**config.mk**
```make
export PLATFORM = sky130hd
export DESIGN_NAME = pc_sequencer
export DESIGN_NICKNAME = d
export VERILOG_FILES = /design/src/rtl/pc_sequencer.sv
export SDC_FILE = /design/constraint.sdc
export NUM_CORES = 1
export LEC_CHECK = 0
export ABC_CLOCK_PERIOD_IN_PS = 7360
export CAP_MARGIN = 5
export CORE_UTILIZATION = 45
export CTS_CLUSTER_SIZE = 10
export DETAILED_ROUTE_END_ITERATION = 7
export PLACE_DENSITY = 0.71
export SETUP_SLACK_MARGIN = 0.02
export SLEW_MARGIN = 0
export SYNTH_ARGS = -nofsm -noshare
export SYNTH_HDL_FRONTEND = slang
export SYNTH_SLANG_ARGS = --single-unit
```
**constraint.sdc**
```tcl
create_clock -name clk -period 7.36 [get_ports clk]
set_clock_uncertainty 0.15 [all_clocks]
set_input_delay 1.472 -clock clk [delete_from_list [all_inputs] [get_ports clk]]
set_output_delay 1.472 -clock clk [all_outputs]
set_load 0.01 [all_outputs]
```
**src/rtl/pc_sequencer.sv**
```systemverilog
// Program sequencer: drives the instruction-memory address, with start/done run control, branches, calls and returns.
// Optional RUN-cycle counter is built only when PC_SEQUENCER_CYCLE_COUNT_EN is defined.
module pc_sequencer #(
   parameter int unsigned          PC_W        = 8,
   parameter int unsigned          INSTR_W     = 9,
   parameter logic [INSTR_W-1:0]   HALT_INSTR  = 9'h1FF,
   parameter logic [PC_W-1:0]      START_PC    = {PC_W{1'b0}},
   parameter int unsigned          STACK_DEPTH = 4,
   parameter int unsigned          CNT_W       = 16
) (
   input  logic               clk,
   input  logic               rst_n,
   input  logic               start,
   input  logic               stall,
   input  logic [INSTR_W-1:0] instr,
   input  logic               branch_taken,
   input  logic [PC_W-1:0]    branch_off,
   input  logic               jump_abs,
   input  logic [PC_W-1:0]    jump_target,
   input  logic               call,
   input  logic               ret,
   output logic [PC_W-1:0]    pc,
   output logic               running,
   output logic               done,
   output logic               err,
   output logic [CNT_W-1:0]   cycle_count
);

   localparam int SP_W = $clog2(STACK_DEPTH + 1);

   typedef enum logic [1:0] {
      S_IDLE = 2'd0,
      S_RUN  = 2'd1,
      S_HALT = 2'd2
   } state_t;

   state_t            state_q, state_d;
   logic [PC_W-1:0]   pc_q, pc_d;
   logic [SP_W-1:0]   sp_q, sp_d;
   logic              err_q, err_d;
   logic              running_q, done_q;
   logic [PC_W-1:0]   stack_q [STACK_DEPTH];
   logic [PC_W-1:0]   stack_top;
   logic [PC_W-1:0]   pc_inc;
   logic              stack_empty, stack_full;
   logic              do_push;

   assign pc_inc      = pc_q + PC_W'(1'b1);
   assign stack_empty = (sp_q == {SP_W{1'b0}});
   assign stack_full  = (sp_q == SP_W'(STACK_DEPTH));

   // Read the most recently pushed return address (entry below the stack pointer).
   always_comb begin
      stack_top = {PC_W{1'b0}};
      for (int i = 0; i < STACK_DEPTH; i++) begin
         if (sp_q == SP_W'(i + 1)) begin
            stack_top = stack_q[i];
         end else begin
            stack_top = stack_top;
         end
      end
   end

   // Next-state decode: run control plus the RUN-state control-flow priority chain.
   always_comb begin
      state_d = state_q;
      pc_d    = pc_q;
      sp_d    = sp_q;
      err_d   = err_q;
      do_push = 1'b0;
      case (state_q)
         S_IDLE, S_HALT: begin
            if (start) begin
               state_d = S_RUN;
               pc_d    = START_PC;
               sp_d    = {SP_W{1'b0}};
               err_d   = 1'b0;
            end else begin
               state_d = state_q;
            end
         end
         S_RUN: begin
            if (stall) begin
               state_d = S_RUN;
            end else if (instr == HALT_INSTR) begin
               state_d = S_HALT;
            end else if (ret) begin
               // ret outranks a simultaneous call; the call is simply dropped.
               if (stack_empty) begin
                  err_d   = 1'b1;
                  state_d = S_HALT;
               end else begin
                  pc_d = stack_top;
                  sp_d = sp_q - SP_W'(1'b1);
               end
            end else if (call) begin
               if (stack_full) begin
                  err_d   = 1'b1;
                  state_d = S_HALT;
               end else begin
                  do_push = 1'b1;
                  sp_d    = sp_q + SP_W'(1'b1);
                  pc_d    = jump_target;
               end
            end else if (jump_abs) begin
               pc_d = jump_target;
            end else if (branch_taken) begin
               pc_d = pc_q + branch_off;
            end else begin
               pc_d = pc_inc;
            end
         end
         default: begin
            state_d = S_IDLE;
         end
      endcase
   end

   // FSM and output registers; running/done are decoded from the next state so they flip on the same edge.
   always_ff @(posedge clk) begin
      if (!rst_n) begin
         state_q   <= S_IDLE;
         pc_q      <= START_PC;
         sp_q      <= {SP_W{1'b0}};
         err_q     <= 1'b0;
         running_q <= 1'b0;
         done_q    <= 1'b0;
      end else begin
         state_q   <= state_d;
         pc_q      <= pc_d;
         sp_q      <= sp_d;
         err_q     <= err_d;
         running_q <= (state_d == S_RUN);
         done_q    <= (state_d == S_HALT);
      end
   end

   // Return-stack storage; contents are qualified by the stack pointer so no reset is needed.
   always_ff @(posedge clk) begin
      for (int i = 0; i < STACK_DEPTH; i++) begin
         if (do_push && (sp_q == SP_W'(i))) begin
            stack_q[i] <= pc_inc;
         end else begin
            stack_q[i] <= stack_q[i];
         end
      end
   end

`ifdef PC_SEQUENCER_CYCLE_COUNT_EN
   logic [CNT_W-1:0] cnt_q, cnt_d;

   // Saturating count of RUN-state edges, stalled or not; cleared by start.
   always_comb begin
      cnt_d = cnt_q;
      if (state_q == S_RUN) begin
         if (cnt_q != {CNT_W{1'b1}}) begin
            cnt_d = cnt_q + CNT_W'(1'b1);
         end else begin
            cnt_d = cnt_q;
         end
      end else if (start) begin
         cnt_d = {CNT_W{1'b0}};
      end else begin
         cnt_d = cnt_q;
      end
   end

   // Cycle counter register.
   always_ff @(posedge clk) begin
      if (!rst_n) begin
         cnt_q <= {CNT_W{1'b0}};
      end else begin
         cnt_q <= cnt_d;
      end
   end

   assign cycle_count = cnt_q;
`else
   assign cycle_count = {CNT_W{1'b0}};
`endif

   assign pc      = pc_q;
   assign running = running_q;
   assign done    = done_q;
   assign err     = err_q;

endmodule

```
==> flow_metrics.py <==
metrics = {
    "clock_tree": {
        "post-cts-setup-buffers": 0,
        "cts_tree": "built",
        "cts-root-buf": "clkbuf_8",
        "clk_transition_reported_paths_ns": 0.09,
        "ctsLongestPathBuffers": 2,
        "worstSkewPairLatency_ns": 0.30,
        "cts_resized": 0,
        "cts_sinks": 48,
        "numCtsBuffers": 5,
        "cts_hold_buf": 0,
        "htree_levels": 2,
    },
    "place": {
        "dp_hpwl_um": 5016,
        "port_buffers": 43,
        "routabilityCongestion": 0.9116,
    },
    "drt": {
        "wl_per_cell_um": 16.12,
        "drt_first_iter_violations": 179,
        "num_vias": 2339,
        "wl_um": 6609,
        "ant_nets": 0,
        "firstDrtPassIters": 4,
        "drcViolationCount": 0,
        "via_per_inst": 5.705,
    },
    "synthesis": {
        "synthCells": 293,
        "synthTopCellsByArea": "edfxtp_1, dfxtp_1, ha_1",
        "seq_area_frac_synth": 0.4286,
        "ys_warn_count": 0,
        "synth_ff_type": "edfxtp_1",
        "synth_cell_types": 64,
        "synthArstFlopShare": 0,
        "synth_area_per_cell_sq_um": 10.20,
        "synth_edf_count": 32,
        "synth_area_sq_um": 2989,
        "ys_ff_latch": 48,
        "yosysTopAreaCellShare": 0.3215,
        "yosys.area.top_type": "edfxtp_1",
    },
    "power_and_ir_drop": {
        "peakVddDrop_v": 0.0001223,
        "cellLeakagePower_nw": 1.289,
        "power_density_nw_per_um2": 163.8,
    },
    "global_route": {
        "overflow": 0,
        "antenna_found_initial": 0,
        "grt_pass1_vias": 2253,
        "grt_usage": 0.1980,
        "grt_pass1_wl_um": 10910,
        "grt_max_degree": 19,
    },
    "sta": {
        "rsz0062_at_grt": "no",
        "relSlewSlack": 0.5635,
        "max_freq_mhz": 282.7,
        "fin_tns_setup_ns": 0,
        "finalHoldViolations": 0,
        "slew_violations": 0,
        "tightest_slew_ns": 0.6538,
        "period_share": 0.4806,
        "setup_viol": 0,
        "period_needed_ns": 3.537,
    },
    "die": {
        "core_area_sq_um": 6386,
        "die_w_um": 83.50,
        "dieArea_sq_um": 6972,
        "start_util": 0.4681,
        "io_pins": 60,
        "row_count": 29,
        "die_h_um": 83.50,
    },
    "setup_path": {
        "crit_type": "input port to register",
        "cp_max_fo": 4,
        "cp-start-kind": "input port",
        "crit_arrival_ns": 3.55,
        "crit_required_ns": 7.37,
        "endpoint_kind": "register",
    },
    "final_layout": {
        "utilization": 0.5498,
        "layout.nets": 380,
        "fillers": 566,
        "diodes": 0,
        "areaGrowthSynthToFinish_pct": 17.46,
        "drive_above_1_share": 0.06306,
    },
    "run": {
        "maxCapViolCount": 0,
    },
    "worst_hold_path": {
        "holdCritPathClass": "register to register",
    },
    "outcome": {
        "status": "finished clean",
    },
}
## per-layer routing
layer / vias up / share of wire / track usage
met3: 13 / 0.044 / 0.03165
li1: 1155 / - / -
met1: 1097 / 0.46 / 0.2615
met5: - / 0 / 0
met2: 74 / 0.47 / 0.3271
met4: 0 / 0.018 / 0.07704
## where the power goes
group | internal (mW) | switching [mW] | total, mW | leakage [nW]
logic | 0.0445 | 0.0481 | 0.0926 | 0.807
clock network | 0.101 | 0.0876 | 0.188 | 0.0558
registers | 0.289 | 0.00510 | 0.294 | 0.427
total | 0.434 | 0.141 | 0.575 | 1.29
## Yosys cell counts, types with 3 or more instances
cell / n
buf_4: 16
nor2b_1: 3
nand3b_1: 7
nand2_1: 19
a211oi_1: 6
o21ai_1: 4
nand4_1: 3
o211ai_1: 7
buf_2: 9
inv_1: 11
and3b_1: 4
mux2i_1: 6
nor2_1: 16
o22ai_1: 3
nand3_1: 9
ha_1: 14
nor3_1: 4
and3_1: 3
dfxtp_1: 16
edfxtp_1: 32
nand2b_1: 3
and2_1: 4
o21ai_0: 9
xnor2_1: 7
a221oi_1: 7
a21oi_1: 22
## worst max-delay path, cell delays in order
cell             delay, ns
clkdlybuf4s50_1       0.45
ha_1                  0.32
a211oi_1              0.24
o21bai_1              0.18
o22a_1                0.23
a2111oi_0             0.48
o22ai_1               0.17
## cell type report
| cell class | instances | area [sq um] | area share |
|---|---|---|---|
| multi-input combinational | 222 | 1543 | 0.4394 |
| sequential | 48 | 1281 | 0.3649 |
| timing repair buffer | 44 | 437.9 | 0.1247 |
| tap | 77 | 96.34 | 0.02744 |
| clock buffer | 5 | 68.82 | 0.01960 |
| clock inverter | 3 | 42.54 | 0.01212 |
| inverter | 11 | 41.29 | 0.01176 |
## cell usage in the layout, fill, tap and decap left out, types with 4 or more instances in the layout
cell,n
o211ai_1,7
inv_1,11
clkbuf_8,5
nor3_1,4
ha_1,14
and2_1,4
xnor2_1,7
conb_1,16
a211oi_1,6
o21ai_1,4
o21ai_0,9
nand3_1,9
a221oi_1,7
nand2_1,19
a21oi_1,22
mux2i_1,6
dfxtp_1,16
edfxtp_1,32
and3b_1,4
nand3b_1,7
nor2_1,16
clkdlybuf4s50_1,43
## stage by stage
step	power (mW)	cells	hold WS, ns	setup slack, ns	cell area, sq um
after global routing	0.5988	410	0.3257	3.710	3511
after detailed placement	0.3924	402	0.2905	3.502	3400
final	0.5751	410	0.3052	3.823	3511
after CTS	0.5779	410	0.3033	3.819	3511
after floorplan	0.3638	308	0.3147	3.893	3045
after global placement	0.3914	402	0.2827	3.574	3400
## logic make-up after synthesis
family | share of synthesized area
AO/OA/AOI/OAI | 0.2097
XOR/XNOR | 0.02637
adder cells (fa/ha/maj) | 0.06530
buffers and inverters | 0.07409
flip-flops | 0.4286
multiplexers | 0.02009
other | 0.001255
AND/OR/NAND/NOR | 0.1746
## worst paths after layout
path | from | end | slack, ns | cells past startpoint
worst max-delay path | branch_off[1] | pc[7] | 3.82 | 7
worst max register to register | sp_q[2] | pc[5] | 4.70 | 7
worst min-delay path | err | err | 0.31 | 2
worst min register to register | err | err | 0.31 | 2
## sequential cells by signal, indices dropped and copies added (netlist names)
register and cells:
state_q 2, sp_q 3, stack_q 32, err 1, pc 8, done 1, running 1
No activity file was read; power rests on OpenSTA's default activity.
